`config.mk`:
```
export PLATFORM = sky130hd
export DESIGN_NAME = mt_ckpt
export DESIGN_NICKNAME = d
export VERILOG_FILES = /design/src/rtl/mt_pkg.sv /design/src/rtl/mt_ckpt_fifo.sv /design/src/rtl/mt_ckpt.sv
export SDC_FILE = /design/constraint.sdc
export NUM_CORES = 2
export LEC_CHECK = 0
export BUFFER_PORTS_ARGS = -buffer_cell sky130_fd_sc_hd__buf_4
export CAP_MARGIN = 20
export CORE_UTILIZATION = 30
export DETAILED_ROUTE_END_ITERATION = 16
export GPL_TIMING_DRIVEN = 1
export HOLD_SLACK_MARGIN = 0.05
export SLEW_MARGIN = 40
export SYNTH_ARGS = -nofsm -noshare
export SYNTH_HDL_FRONTEND = slang
export SYNTH_SLANG_ARGS = --single-unit
```
`constraint.sdc`:
```
create_clock -name clock -period 20.4 [get_ports clock]
set_input_delay 2.04 -clock clock [delete_from_list [all_inputs] [get_ports clock]]
set_output_delay 2.04 -clock clock [all_outputs]
set_load 0.01 [all_outputs]
```
`src/rtl/mt_pkg.sv`:
```
// Shared parameter defaults and width helper for the rename map and its checkpoint store.
package mt_pkg;

  function automatic int clog2(input int value);
    int r;
    r = 0;
    while ((1 << r) < value) r++;
    return r;
  endfunction

  localparam int NUM_AR_DEF  = 32;
  localparam int NUM_PR_DEF  = 64;
  localparam int DW_DEF      = 2;
  localparam int CW_DEF      = 6;
  localparam int NCK_DEF     = 4;
  localparam int ZERO_AR_DEF = 31;

endpackage

```
`src/rtl/mt_ckpt_fifo.sv`:
```
// Circular store of map-table snapshots: take pushes at tail, free pops head,
// recover truncates the tail to just past the restored entry.
module mt_ckpt_fifo
  import mt_pkg::*;
#(
  parameter int NCK = NCK_DEF,
  parameter int SW  = 8,
  localparam int CKW = clog2(NCK)
) (
  input  logic           clock,
  input  logic           reset,
  input  logic           take,
  input  logic           free,
  input  logic           recover,
  input  logic [CKW-1:0] recover_id,
  input  logic [SW-1:0]  wr_map,
  output logic [SW-1:0]  rd_map,
  output logic [CKW-1:0] ckpt_id,
  output logic           full,
  output logic           empty,
  output logic           overflow
);

  localparam logic [CKW:0] NCK_P = (CKW + 1)'(NCK);
  localparam logic [CKW:0] ONE   = (CKW + 1)'(1);

  logic [SW-1:0]  ckpt_mem [NCK];
  logic [CKW:0]   head_q, head_d, tail_q, tail_d;
  logic           ovf_q, ovf_d;
  logic           wr_en;
  logic [CKW-1:0] offset;
  logic [CKW:0]   count;

  assign count    = tail_q - head_q;
  assign full     = (count == NCK_P);
  assign empty    = (count == '0);
  assign overflow = ovf_q;
  assign ckpt_id  = tail_q[CKW-1:0];
  assign rd_map   = ckpt_mem[recover_id];

  always_comb begin
    head_d = head_q;
    tail_d = tail_q;
    ovf_d  = ovf_q;
    wr_en  = 1'b0;
    offset = '0;
    if (free && !empty) head_d = head_q + ONE;
    // New tail is measured from the old head so the wrap bit stays consistent.
    if (recover) begin
      offset = recover_id - head_q[CKW-1:0];
      tail_d = head_q + {1'b0, offset} + ONE;
    end else if (take) begin
      if (full) begin
        ovf_d = 1'b1;
      end else begin
        wr_en  = 1'b1;
        tail_d = tail_q + ONE;
      end
    end
  end

  always_ff @(posedge clock) begin
    if (reset) begin
      head_q <= '0;
      tail_q <= '0;
      ovf_q  <= 1'b0;
    end else begin
      head_q <= head_d;
      tail_q <= tail_d;
      ovf_q  <= ovf_d;
    end
  end

  always_ff @(posedge clock) begin
    if (!reset && wr_en) ckpt_mem[tail_q[CKW-1:0]] <= wr_map;
  end

endmodule

```
`src/rtl/mt_ckpt.sv`:
```
// Register rename map with per-PR ready bits, intra-group bypass and
// checkpoint/recover support for branch mispredicts.
module mt_ckpt
  import mt_pkg::*;
#(
  parameter int NUM_AR  = NUM_AR_DEF,
  parameter int NUM_PR  = NUM_PR_DEF,
  parameter int DW      = DW_DEF,
  parameter int CW      = CW_DEF,
  parameter int NCK     = NCK_DEF,
  parameter int ZERO_AR = ZERO_AR_DEF,
  localparam int ARW = clog2(NUM_AR),
  localparam int PRW = clog2(NUM_PR),
  localparam int CKW = clog2(NCK)
) (
  input  logic              clock,
  input  logic              reset,
  input  logic [DW-1:0]     disp_valid,
  input  logic [DW-1:0]     disp_dest_valid,
  input  logic [DW*ARW-1:0] disp_dest_ar,
  input  logic [DW*ARW-1:0] disp_src1_ar,
  input  logic [DW*ARW-1:0] disp_src2_ar,
  input  logic [DW*PRW-1:0] disp_new_pr,
  output logic [DW*PRW-1:0] src1_pr,
  output logic [DW*PRW-1:0] src2_pr,
  output logic [DW-1:0]     src1_ready,
  output logic [DW-1:0]     src2_ready,
  output logic [DW*PRW-1:0] told_pr,
  input  logic [CW-1:0]     cdb_valid,
  input  logic [CW*PRW-1:0] cdb_pr,
  input  logic              ckpt_take,
  output logic [CKW-1:0]    ckpt_id,
  input  logic              ckpt_free,
  input  logic              recover,
  input  logic [CKW-1:0]    recover_id,
  output logic              ckpt_full,
  output logic              ckpt_empty,
  output logic              ckpt_overflow
);

  localparam logic [ARW-1:0] ZA = ARW'(ZERO_AR);
  localparam int SW = NUM_AR * PRW;

  logic [PRW-1:0]    map_q [NUM_AR];
  logic [PRW-1:0]    map_d [NUM_AR];
  logic [NUM_PR-1:0] ready_q, ready_d;
  logic [SW-1:0]     wr_map, rd_map;
  logic [PRW:0]      rd_s1 [DW];
  logic [PRW:0]      rd_s2 [DW];
  logic [PRW:0]      rd_told [DW];

  function automatic logic cdb_hit(input logic [PRW-1:0] pr);
    logic hit;
    hit = 1'b0;
    for (int k = 0; k < CW; k++)
      if (cdb_valid[k] && cdb_pr[k*PRW +: PRW] == pr) hit = 1'b1;
    return hit;
  endfunction

  // Returns {bypassed, pr}; later older slots overwrite earlier ones so the youngest wins.
  function automatic logic [PRW:0] rename_rd(input logic [ARW-1:0] ar, input int j);
    logic [PRW-1:0] pr;
    logic           byp;
    pr  = map_q[ar];
    byp = 1'b0;
    if (ar != ZA) begin
      for (int i = 0; i < j; i++) begin
        if (disp_valid[i] && disp_dest_valid[i] && disp_dest_ar[i*ARW +: ARW] == ar) begin
          pr  = disp_new_pr[i*PRW +: PRW];
          byp = 1'b1;
        end
      end
    end
    return {byp, pr};
  endfunction

  always_comb begin
    src1_pr    = '0;
    src2_pr    = '0;
    told_pr    = '0;
    src1_ready = '0;
    src2_ready = '0;
    rd_s1      = '{default: '0};
    rd_s2      = '{default: '0};
    rd_told    = '{default: '0};
    for (int j = 0; j < DW; j++) begin
      rd_s1[j]   = rename_rd(disp_src1_ar[j*ARW +: ARW], j);
      rd_s2[j]   = rename_rd(disp_src2_ar[j*ARW +: ARW], j);
      rd_told[j] = rename_rd(disp_dest_ar[j*ARW +: ARW], j);
      src1_pr[j*PRW +: PRW] = rd_s1[j][PRW-1:0];
      src2_pr[j*PRW +: PRW] = rd_s2[j][PRW-1:0];
      told_pr[j*PRW +: PRW] = rd_told[j][PRW-1:0];
      src1_ready[j] = (disp_src1_ar[j*ARW +: ARW] == ZA) |
                      (~rd_s1[j][PRW] & (ready_q[rd_s1[j][PRW-1:0]] | cdb_hit(rd_s1[j][PRW-1:0])));
      src2_ready[j] = (disp_src2_ar[j*ARW +: ARW] == ZA) |
                      (~rd_s2[j][PRW] & (ready_q[rd_s2[j][PRW-1:0]] | cdb_hit(rd_s2[j][PRW-1:0])));
    end
  end

  always_comb begin
    map_d   = map_q;
    ready_d = ready_q;
    wr_map  = '0;
    for (int k = 0; k < CW; k++)
      if (cdb_valid[k]) ready_d[cdb_pr[k*PRW +: PRW]] = 1'b1;
    if (recover) begin
      for (int i = 0; i < NUM_AR; i++) map_d[i] = rd_map[i*PRW +: PRW];
    end else begin
      // Clears come after CDB sets so a reallocated PR is never left ready.
      for (int j = 0; j < DW; j++) begin
        if (disp_valid[j] && disp_dest_valid[j] && disp_dest_ar[j*ARW +: ARW] != ZA) begin
          map_d[disp_dest_ar[j*ARW +: ARW]]   = disp_new_pr[j*PRW +: PRW];
          ready_d[disp_new_pr[j*PRW +: PRW]] = 1'b0;
        end
      end
    end
    for (int i = 0; i < NUM_AR; i++) wr_map[i*PRW +: PRW] = map_d[i];
  end

  always_ff @(posedge clock) begin
    if (reset) begin
      for (int i = 0; i < NUM_AR; i++) map_q[i] <= PRW'(i);
      ready_q <= '1;
    end else begin
      map_q   <= map_d;
      ready_q <= ready_d;
    end
  end

  mt_ckpt_fifo #(
    .NCK (NCK),
    .SW  (SW)
  ) u_fifo (
    .clock      (clock),
    .reset      (reset),
    .take       (ckpt_take),
    .free       (ckpt_free),
    .recover    (recover),
    .recover_id (recover_id),
    .wr_map     (wr_map),
    .rd_map     (rd_map),
    .ckpt_id    (ckpt_id),
    .full       (ckpt_full),
    .empty      (ckpt_empty),
    .overflow   (ckpt_overflow)
  );

endmodule

```
==> metrics.md <==
| Metric | Value |
|---|---|
| Outcome | `complete, no violations` |
| Chip width | `447 um` |
| WP data required | `between 15 and 20 ns` |
| Die area | `200000 um^2` |
| Dpl hpwl | `170000 um` |
| EDFF count, synth | `768` |
| Top FF cell, synth | `edfxtp_1` |
| Largest cells by area after synthesis | `edfxtp_1, mux4_2, dfxtp_1` |
| Core Box Area | `197000 um^2` |
| DRT Pass-1 Iters | `6` |
| PD cells | `79.2 nW/um^2` |
| Hold path start | `u_fifo.overflow` |
| GP Congestion | `1.03` |
| Crit path max fanout | `35` |
| Vias post-DR | `46.7k` |
| Gr usage total | `~25%` |
| Fraction of final layout cells sized beyond drive strength 1 | `a little over a fifth` |
| Maximum vdd drop | `0.0781 mV` |
| Post-synthesis cell type count | `78` |
| Largest net degree at the start of global routing | `155` |
| Final hold vios | `0` |
| Clk pin slew, worst setup/hold paths | `0.06 ns` |
| Worst Path Arrival | `6.46 ns` |
| Fin nets | `roughly 5k` |
| RR Endpoint | `u_fifo.ckpt_mem[3][43]` |
| Die Height | `447 um` |
| Simple-gate portion of the synthesized area | `11.9%` |
| First-pass GRT wire length | `356000 um` |
| Worst Path Class, Setup | `in2out` |
| Least-Margin Pin Slew | `slightly below 1 ns` |
| Count of final setup violators | `0` |
| Sequential fraction of the synthesis area | `47.6%` |
| Yosys top cell by area | `edfxtp_1` |
| I/O Buffers | `139` |
| # DRC | `0` |
| Slew Limit Fails | `0` |
| Most common cell in the synthesized netlist | `edfxtp_1` |
| Synth cell count leaders | `edfxtp_1, nand2_1, o21ai_0` |
| Clk root buf | `clkbuf_16` |
| RSZ-0062 raised after global routing | `false` |
| Max-slew headroom | `33.6%` |
| Leak pwr | `approximately 22 nW` |
| Fmax | `118 MHz` |
| Crit. End Element | `output pin` |
| Post-CTS setup repair buffer count | `0` |
| Row count | `about 160` |
| Syn avg cell area | `11.8 um^2` |
| Syn-to-layout area delta | `12.5%` |
| Clock Sinks | `between 1k and 1.5k` |
| Synth warn | `0` |
| R2R cell count | `9` |
| Cells after Synth | `5041` |
| Num CTS Buffers | `around 110` |
| Layout Skew | `0.0839 ns` |
| DRT Wirelength | `257000 um` |
| Adder-cell area share of the yosys netlist | `less than 1%` |
| H-tree depth | `3` |
| Synth top area share | `38.8%` |
| DRT antenna net count | `0` |
| Vias in the first global route | `44.6k` |
| Clock Path Buffers | `3` |
| Worst hold path stage count | `2` |
| Tot Pwr | `5.30 mW` |
| Clock latency on the worst-skew pair | `a little under 0.8 ns` |
| Worst Hold End | `u_fifo.overflow` |
| Via-per-instance ratio | `6.05` |
| Largest family of logic cells by synthesized area | `multiplexers` |
| Overflow after GRT | `0` |
| Flop2flop setup slack | `~16 ns` |
| XOR/XNOR Fraction of Synth Area | `2.50%` |
| Drt wl/cell | `33.3 um` |
| DRT iter0 DRCs | `5694` |
| Synth async-reset ratio | `0%` |
| Cts repair resizes | `0` |
| Final period util | `41.7%` |
| Yosys reg bits | `1031` |
| Starting Density | `30.2%` |
| CTS tree | `yes` |
| Hold buffer count at CTS | `0` |
| Io pins | `140` |
| Number of max-cap violations | `0` |
| Synthesized Nets | `5144` |
| Setup tns final | `0 ns` |
| Cell Area, Synth | `59500 um^2` |
| Synth Area in Compound Gates | `10.8%` |
| Min-Delay Path Class | `reg2reg` |
| Multiplexer share of the synthesized area | `23.4%` |
| Startpoint Class | `primary input` |
| Critical R2R Launch | `u_fifo.tail_q[0]` |
| Period minus WS final | `8.50 ns` |
| Initial antenna violation count | `29` |
==> worst max-delay path, stage by stage <==
cell and delay (ns):
buf_4 0.15, buf_4 0.30, buf_12 0.30, nor2b_1 0.53, a22oi_1 0.14, nand3_1 0.13
o21ai_1 0.25, o31ai_4 0.25, buf_4 0.40, inv_4 0.12, a221o_1 0.33, mux2_2 0.28
a2111oi_2 0.36, o31ai_1 0.10, a41oi_1 0.49, buf_4 0.21
==> cell families (layout without fill, tap and decap cells) <==
family / Yosys count / count (layout)
other: 0 / 18
muxes: 842 / 842
xor gates and xnor gates: 170 / 170
AOI/OAI and AO/OA: 1052 / 1052
DFF: 1031 / 1031
buffers and inverters: 490 / 520
and+or+nand+nor: 1448 / 1448
adders and majority gates: 8 / 8
==> through the flow <==
step	hold WS (ns)	cells	area (um^2)	util (%)	worst slack (ns)
2_1_floorplan	0.505	5041	59500	-	12.57
3_3_place_gp	0.462	7493	63000	31.9	11.87
3_5_place_dp	0.468	7500	63200	32.0	11.86
4_1_cts	0.479	7707	66800	33.9	11.85
5_1_grt	0.554	7716	66900	33.9	11.73
6_report	0.477	7729	67000	34.0	11.90
==> layout make-up <==
| cell class | count | area, um^2 |
|---|---|---|
| fill | 19500 | 130000 |
| clock inverter | 54 | 598 |
| antenna | 18 | 45.0 |
| multi-input combinational | 3520 | 29300 |
| timing repair buffer | 267 | 2230 |
| tap | 2640 | 3300 |
| sequential | 1031 | 28300 |
| inverter | 46 | 175 |
| clock buffer | 153 | 2990 |
==> placed cells by master (no fill, tap or decap), types with 50 or more instances in the layout <==
| cell | synthesis | routed |
|---|---|---|
| edfxtp_1 | 768 | 768 |
| nand2_1 | 523 | 523 |
| o21ai_0 | 523 | 523 |
| mux4_2 | 436 | 436 |
| mux2i_1 | 371 | 370 |
| dfxtp_1 | 263 | 263 |
| buf_4 | 31 | 235 |
| nor2_1 | 201 | 198 |
| nor2b_1 | 163 | 162 |
| nand3_1 | 162 | 162 |
| o22ai_1 | 124 | 121 |
| or2_2 | 109 | 109 |
| clkbuf_16 | 0 | 109 |
| a22oi_1 | 105 | 105 |
| xnor2_1 | 90 | 90 |
| xor2_1 | 80 | 80 |
| nor4_1 | 79 | 78 |
| a21oi_1 | 64 | 63 |
| o22a_1 | 56 | 56 |
| nand4_1 | 50 | 50 |
==> sequential cells by signal, summed over array words and instances, names as in the netlist <==
name	flops
u_fifo.ckpt_mem	768
u_fifo.head_q	3
u_fifo.overflow	1
ready_q	64
map_q	192
u_fifo.tail_q	3
==> how the worst max path moves through the flow <==
| stage | startpoint | to | slack, ns | cells past startpoint |
|---|---|---|---|---|
| 6_report | disp_src1_ar[6] | src1_ready[1] | 11.90 | 16 |
| 5_1_grt | disp_src1_ar[6] | src1_ready[1] | 11.73 | 16 |
| 2_1_floorplan | recover | u_fifo.ckpt_mem[0][0] | 12.57 | 4 |
| 3_5_place_dp | disp_src1_ar[6] | src1_ready[1] | 11.86 | 15 |
| 4_1_cts | disp_src1_ar[6] | src1_ready[1] | 11.85 | 15 |
| 3_3_place_gp | disp_src2_ar[1] | src2_ready[0] | 11.87 | 12 |
==> power by group <==
| group | switching, mW | internal, mW | total [mW] |
|---|---|---|---|
| registers | 0.0948 | 2.34 | 2.43 |
| clock network | 0.868 | 1.12 | 1.99 |
| logic | 0.546 | 0.334 | 0.881 |
| total | 1.51 | 3.79 | 5.30 |
==> metal layers <==
metal  track usage (%)  wire length (um)  vias to the layer above
met5                 0               138                        -
met4              17.7             20100                       20
met3              6.70             26700                      801
met2              37.4            113000                     2969
met1              31.5             97300                    23600
li1                  -                 -                    19300
Power figures use the tool's default switching activity.
